--- src/rtl/matrix_write_arbiter.sv ---
// matrix_write_arbiter
//   Shares the single matrix-memory write port between num_req_p requesters
//   (commit executor, line-clear executor, board-clear sequencer). One 4x4
//   block write is in flight at a time. Requesters are granted round-robin.
//   Each accepted write issues a one-cycle strobe and waits for the memory to
//   report ready. It then pulses a done strobe to the requester that owns it.
//
//   Block origins (point_t) are packed as {x, y}. x uses $clog2(width_p)
//   bits in the upper field and y uses $clog2(height_p) bits in the lower
//   field.
//
// Ports
//   clk_i            clock, rising edge
//   reset_n_i        asynchronous active-low reset
//   req_v_i          per-requester write request, held until accepted
//   req_addr_i       per-requester 4x4 block origin
//   req_data_i       per-requester 4x4 cell data
//   req_ready_o      one-hot acceptance strobe (combinational, idle only)
//   req_done_o       one-hot completion pulse to the owner of the write
//   busy_o           high whenever a write is in flight
//   mm_write_addr_o  latched block origin towards matrix memory
//   mm_write_data_o  latched cell data towards matrix memory
//   mm_write_v_o     one-cycle write strobe
//   mm_is_ready_i    memory has finished the last write
module matrix_write_arbiter #(
  parameter int num_req_p = 3,
  parameter int width_p   = 16,
  parameter int height_p  = 32,
  localparam int idx_w_lp  = (num_req_p > 1) ? $clog2(num_req_p) : 1,
  localparam int cand_w_lp = idx_w_lp + 1,
  localparam int x_w_lp    = $clog2(width_p),
  localparam int y_w_lp    = $clog2(height_p),
  localparam int addr_w_lp = x_w_lp + y_w_lp
) (
  input  logic                                  clk_i,
  input  logic                                  reset_n_i,
  input  logic [num_req_p-1:0]                  req_v_i,
  input  logic [num_req_p-1:0][addr_w_lp-1:0]   req_addr_i,
  input  logic [num_req_p-1:0][3:0][3:0]        req_data_i,
  output logic [num_req_p-1:0]                  req_ready_o,
  output logic [num_req_p-1:0]                  req_done_o,
  output logic                                  busy_o,
  output logic [addr_w_lp-1:0]                  mm_write_addr_o,
  output logic [3:0][3:0]                       mm_write_data_o,
  output logic                                  mm_write_v_o,
  input  logic                                  mm_is_ready_i
);

  typedef enum logic [1:0] {
    eIDLE  = 2'd0,
    eIssue = 2'd1,
    eWait  = 2'd2,
    eDone  = 2'd3
  } state_e;

  state_e                 state_r;
  state_e                 state_next_s;
  logic [idx_w_lp-1:0]    rr_ptr_r;
  logic [idx_w_lp-1:0]    rr_ptr_next_s;
  logic [idx_w_lp-1:0]    owner_r;
  logic [addr_w_lp-1:0]   addr_r;
  logic [3:0][3:0]        data_r;

  logic                   found_s;
  logic [idx_w_lp-1:0]    winner_s;
  logic [cand_w_lp-1:0]   cand_s;
  logic [num_req_p-1:0]   grant_s;
  logic                   accept_s;

  logic                   busy_r;
  logic                   write_v_r;
  logic [num_req_p-1:0]   done_r;
  logic                   busy_next_s;
  logic                   write_v_next_s;
  logic [num_req_p-1:0]   done_next_s;

  // Round-robin search upward from rr_ptr_r, wrapping modulo num_req_p.
  always_comb begin
    found_s  = 1'b0;
    winner_s = '0;
    cand_s   = '0;
    for (int k = 0; k < num_req_p; k++) begin
      cand_s = {1'b0, rr_ptr_r} + cand_w_lp'(k);
      if (cand_s >= cand_w_lp'(num_req_p)) begin
        cand_s = cand_s - cand_w_lp'(num_req_p);
      end else begin
        cand_s = cand_s;
      end
      if (!found_s && req_v_i[cand_s[idx_w_lp-1:0]]) begin
        found_s  = 1'b1;
        winner_s = cand_s[idx_w_lp-1:0];
      end else begin
        found_s  = found_s;
      end
    end
  end

  // One-hot grant vector and acceptance qualifier (arbitration only in idle).
  always_comb begin
    grant_s = '0;
    if (found_s) begin
      grant_s[winner_s] = 1'b1;
    end else begin
      grant_s = '0;
    end
    accept_s = (state_r == eIDLE) && found_s;
  end

  // Pointer moves just past the winner, wrapping after the last requester.
  always_comb begin
    if (winner_s == idx_w_lp'(num_req_p - 1)) begin
      rr_ptr_next_s = '0;
    end else begin
      rr_ptr_next_s = winner_s + idx_w_lp'(1);
    end
  end

  // Acceptance strobe; gated by reset so it is 0 while reset is held.
  always_comb begin
    if ((state_r == eIDLE) && reset_n_i) begin
      req_ready_o = grant_s;
    end else begin
      req_ready_o = '0;
    end
  end

  // State register.
  always_ff @(posedge clk_i or negedge reset_n_i) begin
    if (!reset_n_i) begin
      state_r <= eIDLE;
    end else begin
      state_r <= state_next_s;
    end
  end

  // Next-state logic.
  always_comb begin
    state_next_s = state_r;
    case (state_r)
      eIDLE: begin
        if (found_s) begin
          state_next_s = eIssue;
        end else begin
          state_next_s = eIDLE;
        end
      end
      eIssue: state_next_s = eWait;
      eWait: begin
        if (mm_is_ready_i) begin
          state_next_s = eDone;
        end else begin
          state_next_s = eWait;
        end
      end
      eDone:   state_next_s = eIDLE;
      default: state_next_s = eIDLE;
    endcase
  end

  // Output decode from the next state so the strobes are driven by flops.
  always_comb begin
    busy_next_s    = (state_next_s != eIDLE);
    write_v_next_s = (state_next_s == eIssue);
    done_next_s    = '0;
    if (state_next_s == eDone) begin
      done_next_s[owner_r] = 1'b1;
    end else begin
      done_next_s = '0;
    end
  end

  // Registered status and strobe outputs.
  always_ff @(posedge clk_i or negedge reset_n_i) begin
    if (!reset_n_i) begin
      busy_r    <= 1'b0;
      write_v_r <= 1'b0;
      done_r    <= '0;
    end else begin
      busy_r    <= busy_next_s;
      write_v_r <= write_v_next_s;
      done_r    <= done_next_s;
    end
  end

  // Capture the winner's request and advance the pointer on acceptance.
  always_ff @(posedge clk_i or negedge reset_n_i) begin
    if (!reset_n_i) begin
      rr_ptr_r <= '0;
      owner_r  <= '0;
      addr_r   <= '0;
      data_r   <= '0;
    end else if (accept_s) begin
      rr_ptr_r <= rr_ptr_next_s;
      owner_r  <= winner_s;
      addr_r   <= req_addr_i[winner_s];
      data_r   <= req_data_i[winner_s];
    end
  end

  assign busy_o          = busy_r;
  assign mm_write_v_o    = write_v_r;
  assign req_done_o      = done_r;
  assign mm_write_addr_o = addr_r;
  assign mm_write_data_o = data_r;

endmodule

--- config.mk ---
export PLATFORM = sky130hd
export DESIGN_NAME = matrix_write_arbiter
export DESIGN_NICKNAME = d
export VERILOG_FILES = /design/src/rtl/matrix_write_arbiter.sv
export SDC_FILE = /design/constraint.sdc
export NUM_CORES = 1
export LEC_CHECK = 0
export ABC_AREA = 1
export ABC_CLOCK_PERIOD_IN_PS = 2600
export CORE_ASPECT_RATIO = 1.1
export CORE_MARGIN = 2
export CORE_UTILIZATION = 32
export DETAILED_ROUTE_END_ITERATION = 8
export PLACE_DENSITY_LB_ADDON = 0.2
export SYNTH_ARGS = -nofsm -noshare
export SYNTH_HDL_FRONTEND = slang
export SYNTH_SLANG_ARGS = --single-unit
--- constraint.sdc ---
create_clock -name clk_i -period 2.6 [get_ports clk_i]
set_clock_uncertainty 0.1 [all_clocks]
set_input_delay 0.26 -clock clk_i [delete_from_list [all_inputs] [get_ports clk_i]]
set_output_delay 0.26 -clock clk_i [all_outputs]
set_load 0.02 [all_outputs]
==> impl_metrics.sql <==
INSERT INTO impl_metrics (metric_group, metric, value, unit) VALUES
('logic_synthesis', 'yosys_warnings', '0', ''),
('power', 'worst_supply_voltage_drop_on_vdd', '0.644', 'mV'),
('route', 'antenna_left', '0', ''),
('logic_synthesis', 'nets_in_the_synthesized_netlist', '433', ''),
('status', 'outcome', 'finished, final reports clean', ''),
('route', 'detailedRoute.firstPassIterationCount', '4', ''),
('global_route', 'grt_max_degree', '37', ''),
('floorplanning', 'core_area', '7430', 'µm²'),
('worst_setup_path', 'path_max_fanout', '7', ''),
('logic_synthesis', 'synth_top_flop_cell', 'sky130_fd_sc_hd__dfrtp_1', ''),
('sta', 'rsz0062_at_grt', 'false', ''),
('floorplanning', 'die-area', '8330', 'µm²'),
('sta', 'number_of_setup_violations_in_the_final_report', '0', ''),
('logic_synthesis', 'ys_seq_area_share', '37.0', '%'),
('route', 'dr.first_iter.drc_count', '43', ''),
('logic_synthesis', 'synth_commonest_cells', 'sky130_fd_sc_hd__nand2_1 (157), sky130_fd_sc_hd__dfrtp_1 (36), sky130_fd_sc_hd__nand3_1 (32)', ''),
('logic_synthesis', 'synth_async_sr_flop_share', '100', '%'),
('worst_setup_path', 'critical_path.reg2reg.startpoint', 'rr_ptr_r[1]$_DFFE_PN0P_', ''),
('clocking', 'insertion_delay', '290', 'ps'),
('global_route', 'grt_pass1_wl', '11400', 'µm'),
('hold_path', 'timing.hold.worst.start', 'owner_r[1]$_DFFE_PN0P_', ''),
('clocking', 'max-clock-path-buffers', '2', ''),
('sta', 'hold_ws', '363', 'ps'),
('placement', 'dpl.cell_count', '541', ''),
('clocking', 'cts_root_buffer', 'sky130_fd_sc_hd__clkbuf_8', ''),
('placement', 'gp_routability_congestion', '0.909', ''),
('clocking', 'clock_sinks', '36', ''),
('worst_setup_path', 'timing.reg2reg.setup_slack', '240', 'ps'),
('floorplanning', 'chipHeight', '95.5', 'µm'),
('logic_synthesis', 'synth_area_leaders', 'sky130_fd_sc_hd__dfrtp_1 (37%), sky130_fd_sc_hd__nand2_1 (24%), sky130_fd_sc_hd__nand3_1 (6.6%)', ''),
('worst_setup_path', 'critPathRequiredTime', '2240', 'ps'),
('hold_path', 'min_path_type', 'flop to flop', ''),
('logic_synthesis', 'synth.avg_cell_area', '7.06', 'µm²'),
('logic_synthesis', 'synth_top_cell_by_area', 'sky130_fd_sc_hd__dfrtp_1', ''),
('global_route', 'grt_pass1_vias', '2557', ''),
('finish', 'layout.filler_cells', '759', ''),
('global_route', 'gr-total-overflow', '0', ''),
('finish', 'post_route_cells_drive_above_1_share', '14.4', '%'),
('floorplanning', 'io_pins', '114', ''),
('power', 'fin_total_pwr', '0.00589', 'W'),
('placement', 'placement.io_buffers', '113', ''),
('worst_setup_path', 'r2r_end', 'mm_write_data_o[6]$_DFFE_PN0P_', ''),
('sta', 'worst_slew_margin_rel', '68.7', '%'),
('logic_synthesis', 'syn_inst', '345', ''),
('floorplanning', 'die-width', '87.2', 'µm'),
('hold_path', 'whs_endpoint', 'req_done_o[0]$_DFF_PN0_', ''),
('route', 'via_count_of_the_routed_design', '2556', ''),
('worst_setup_path', 'reg2reg_depth', '14', ''),
('global_route', 'grt_overall_usage', '17.3', '%'),
('logic_synthesis', 'cell_variety_after_synth', '26', ''),
('floorplanning', 'num_rows', '33', ''),
('logic_synthesis', 'synth_largest_type_area_fraction', '37.0', '%'),
('logic_synthesis', 'most_common_cell_in_the_synthesized_netlist', 'sky130_fd_sc_hd__nand2_1', ''),
('clocking', 'htree_levels', '2', ''),
('clocking', 'cts.reportedPaths.clkPinSlew', '80', 'ps'),
('logic_synthesis', 'ys_ff_latch', '36', ''),
('finish', 'fin_area', '3840', 'µm²'),
('worst_setup_path', 'crit_type', 'flop to primary output', ''),
('power', 'power_leakage', '1.87', 'nW'),
('sta', 'timing.final.hold_violations', '0', ''),
('route', 'wire_per_inst', '12.5', 'µm'),
('route', 'via_per_inst', '4.63', ''),
('finish', 'syn2layout_area_growth', '57.6', '%'),
('clocking', 'cts_inserted_buffers', '5', ''),
('worst_setup_path', 'worst_setup_path_start_kind', 'flop', ''),
('finish', 'final_cells', '552', ''),
('power', 'power_density', '1530', 'nW/µm²'),
('floorplanning', 'start_util', '32.8', '%'),
('logic_synthesis', 'netlist_area', '2440', 'µm²'),
('finish', 'antennaDiodeCount', '0', ''),
('hold_path', 'min_delay_path_depth', '1', '');
-- critical path: stages (launching register included) --
cell                       delay [ps]
sky130_fd_sc_hd__dfrtp_1          420
sky130_fd_sc_hd__inv_1            120
sky130_fd_sc_hd__ha_1             240
sky130_fd_sc_hd__o21ai_2          200
sky130_fd_sc_hd__nand2_4          100
sky130_fd_sc_hd__nand3_1          120
sky130_fd_sc_hd__nand3_1           80
sky130_fd_sc_hd__o21ai_0           80
sky130_fd_sc_hd__inv_1             90
sky130_fd_sc_hd__nor4_2           120
sky130_fd_sc_hd__clkbuf_2         200
-- repair_timing --
| action | 4_1_cts | 5_1_grt |
|---|---|---|
| pin swaps | 1 | 2 |
| endpoints found under the hold margin | 36 | 0 |
| buffers inserted | 0 | 2 |
| resized for setup | 6 | 16 |
| gates cloned | 0 | 0 |
| endpoints found under the setup margin | 15 | 28 |
| hold buffers | 1 | 0 |
-- metal layers --
layer | track usage [%] | share of wire, %
met1 | 18.3 | 40
met5 | 0 | 0
met2 | 32.4 | 50
met4 | 5.00 | 1.9
met3 | 5.89 | 7.9
-- state kept, by name (all words and copies together) (netlist names) --
register,cells
busy_o,1
mm_write_v_o,1
state_r,2
rr_ptr_r,2
mm_write_data_o,16
mm_write_addr_o,9
owner_r,2
req_done_o,3
-- logic make-up after synthesis --
group,Yosys count,synth area share (%)
AO/OA/AOI/OAI,28,8.37
adder cells (fa/ha/maj),7,3.60
buffers and inverters,51,10.5
flip-flops,36,37.0
AND/OR/NAND/NOR,223,40.5
-- cell type report --
cell class	count	area (µm²)	area share, %
Inverter	34	128	3.32
Sequential cell	36	901	23.5
Clock buffer	5	68.8	1.79
Clock inverter	3	42.5	1.11
Multi-Input combinational cell	258	1300	34.0
Timing Repair Buffer	129	1290	33.5
Tap cell	87	109	2.83
-- cell usage in the layout (no fill, tap or decap), types with 3 or more instances in the layout --
master,count
sky130_fd_sc_hd__dfrtp_1,36
sky130_fd_sc_hd__nor3_1,3
sky130_fd_sc_hd__o21ai_0,4
sky130_fd_sc_hd__nand3_2,5
sky130_fd_sc_hd__nand2_4,3
sky130_fd_sc_hd__ha_1,5
sky130_fd_sc_hd__nand2_1,157
sky130_fd_sc_hd__a21oi_1,6
sky130_fd_sc_hd__nand3_1,32
sky130_fd_sc_hd__clkdlybuf4s50_1,109
sky130_fd_sc_hd__clkbuf_2,3
sky130_fd_sc_hd__nor2_1,13
sky130_fd_sc_hd__clkbuf_8,5
sky130_fd_sc_hd__a21oi_2,16
sky130_fd_sc_hd__buf_4,10
sky130_fd_sc_hd__buf_12,4
sky130_fd_sc_hd__inv_2,5
sky130_fd_sc_hd__inv_1,29
-- worst max-delay path by stage --
stage,from,endpoint,cells past startpoint
2_1_floorplan,rr_ptr_r[0]$_DFFE_PN0P_,req_ready_o[0],12
3_3_place_gp,req_v_i[2],mm_write_data_o[6]$_DFFE_PN0P_,15
3_5_place_dp,req_v_i[2],mm_write_data_o[6]$_DFFE_PN0P_,15
4_1_cts,rr_ptr_r[1]$_DFFE_PN0P_,req_ready_o[0],11
5_1_grt,rr_ptr_r[1]$_DFFE_PN0P_,req_ready_o[1],10
6_report,rr_ptr_r[1]$_DFFE_PN0P_,req_ready_o[0],10
-- through the flow --
stage / setup TNS [ps] / setup WS, ps
floorplan: 0 / 128
global placement: 0 / 3.35
detailed placement: -142 / -24.3
CTS: -1.82 / -1.82
global route: 0 / 19.0
finish: 0 / 172
-- power by group --
group          internal (W)  switching [W]  total [W]
Combinational       0.00180        0.00260    0.00440
Sequential         0.000853       0.000134   0.000987
Clock              0.000284       0.000215   0.000499
Total               0.00294        0.00295    0.00589
No activity file was read; power rests on OpenSTA's default activity.
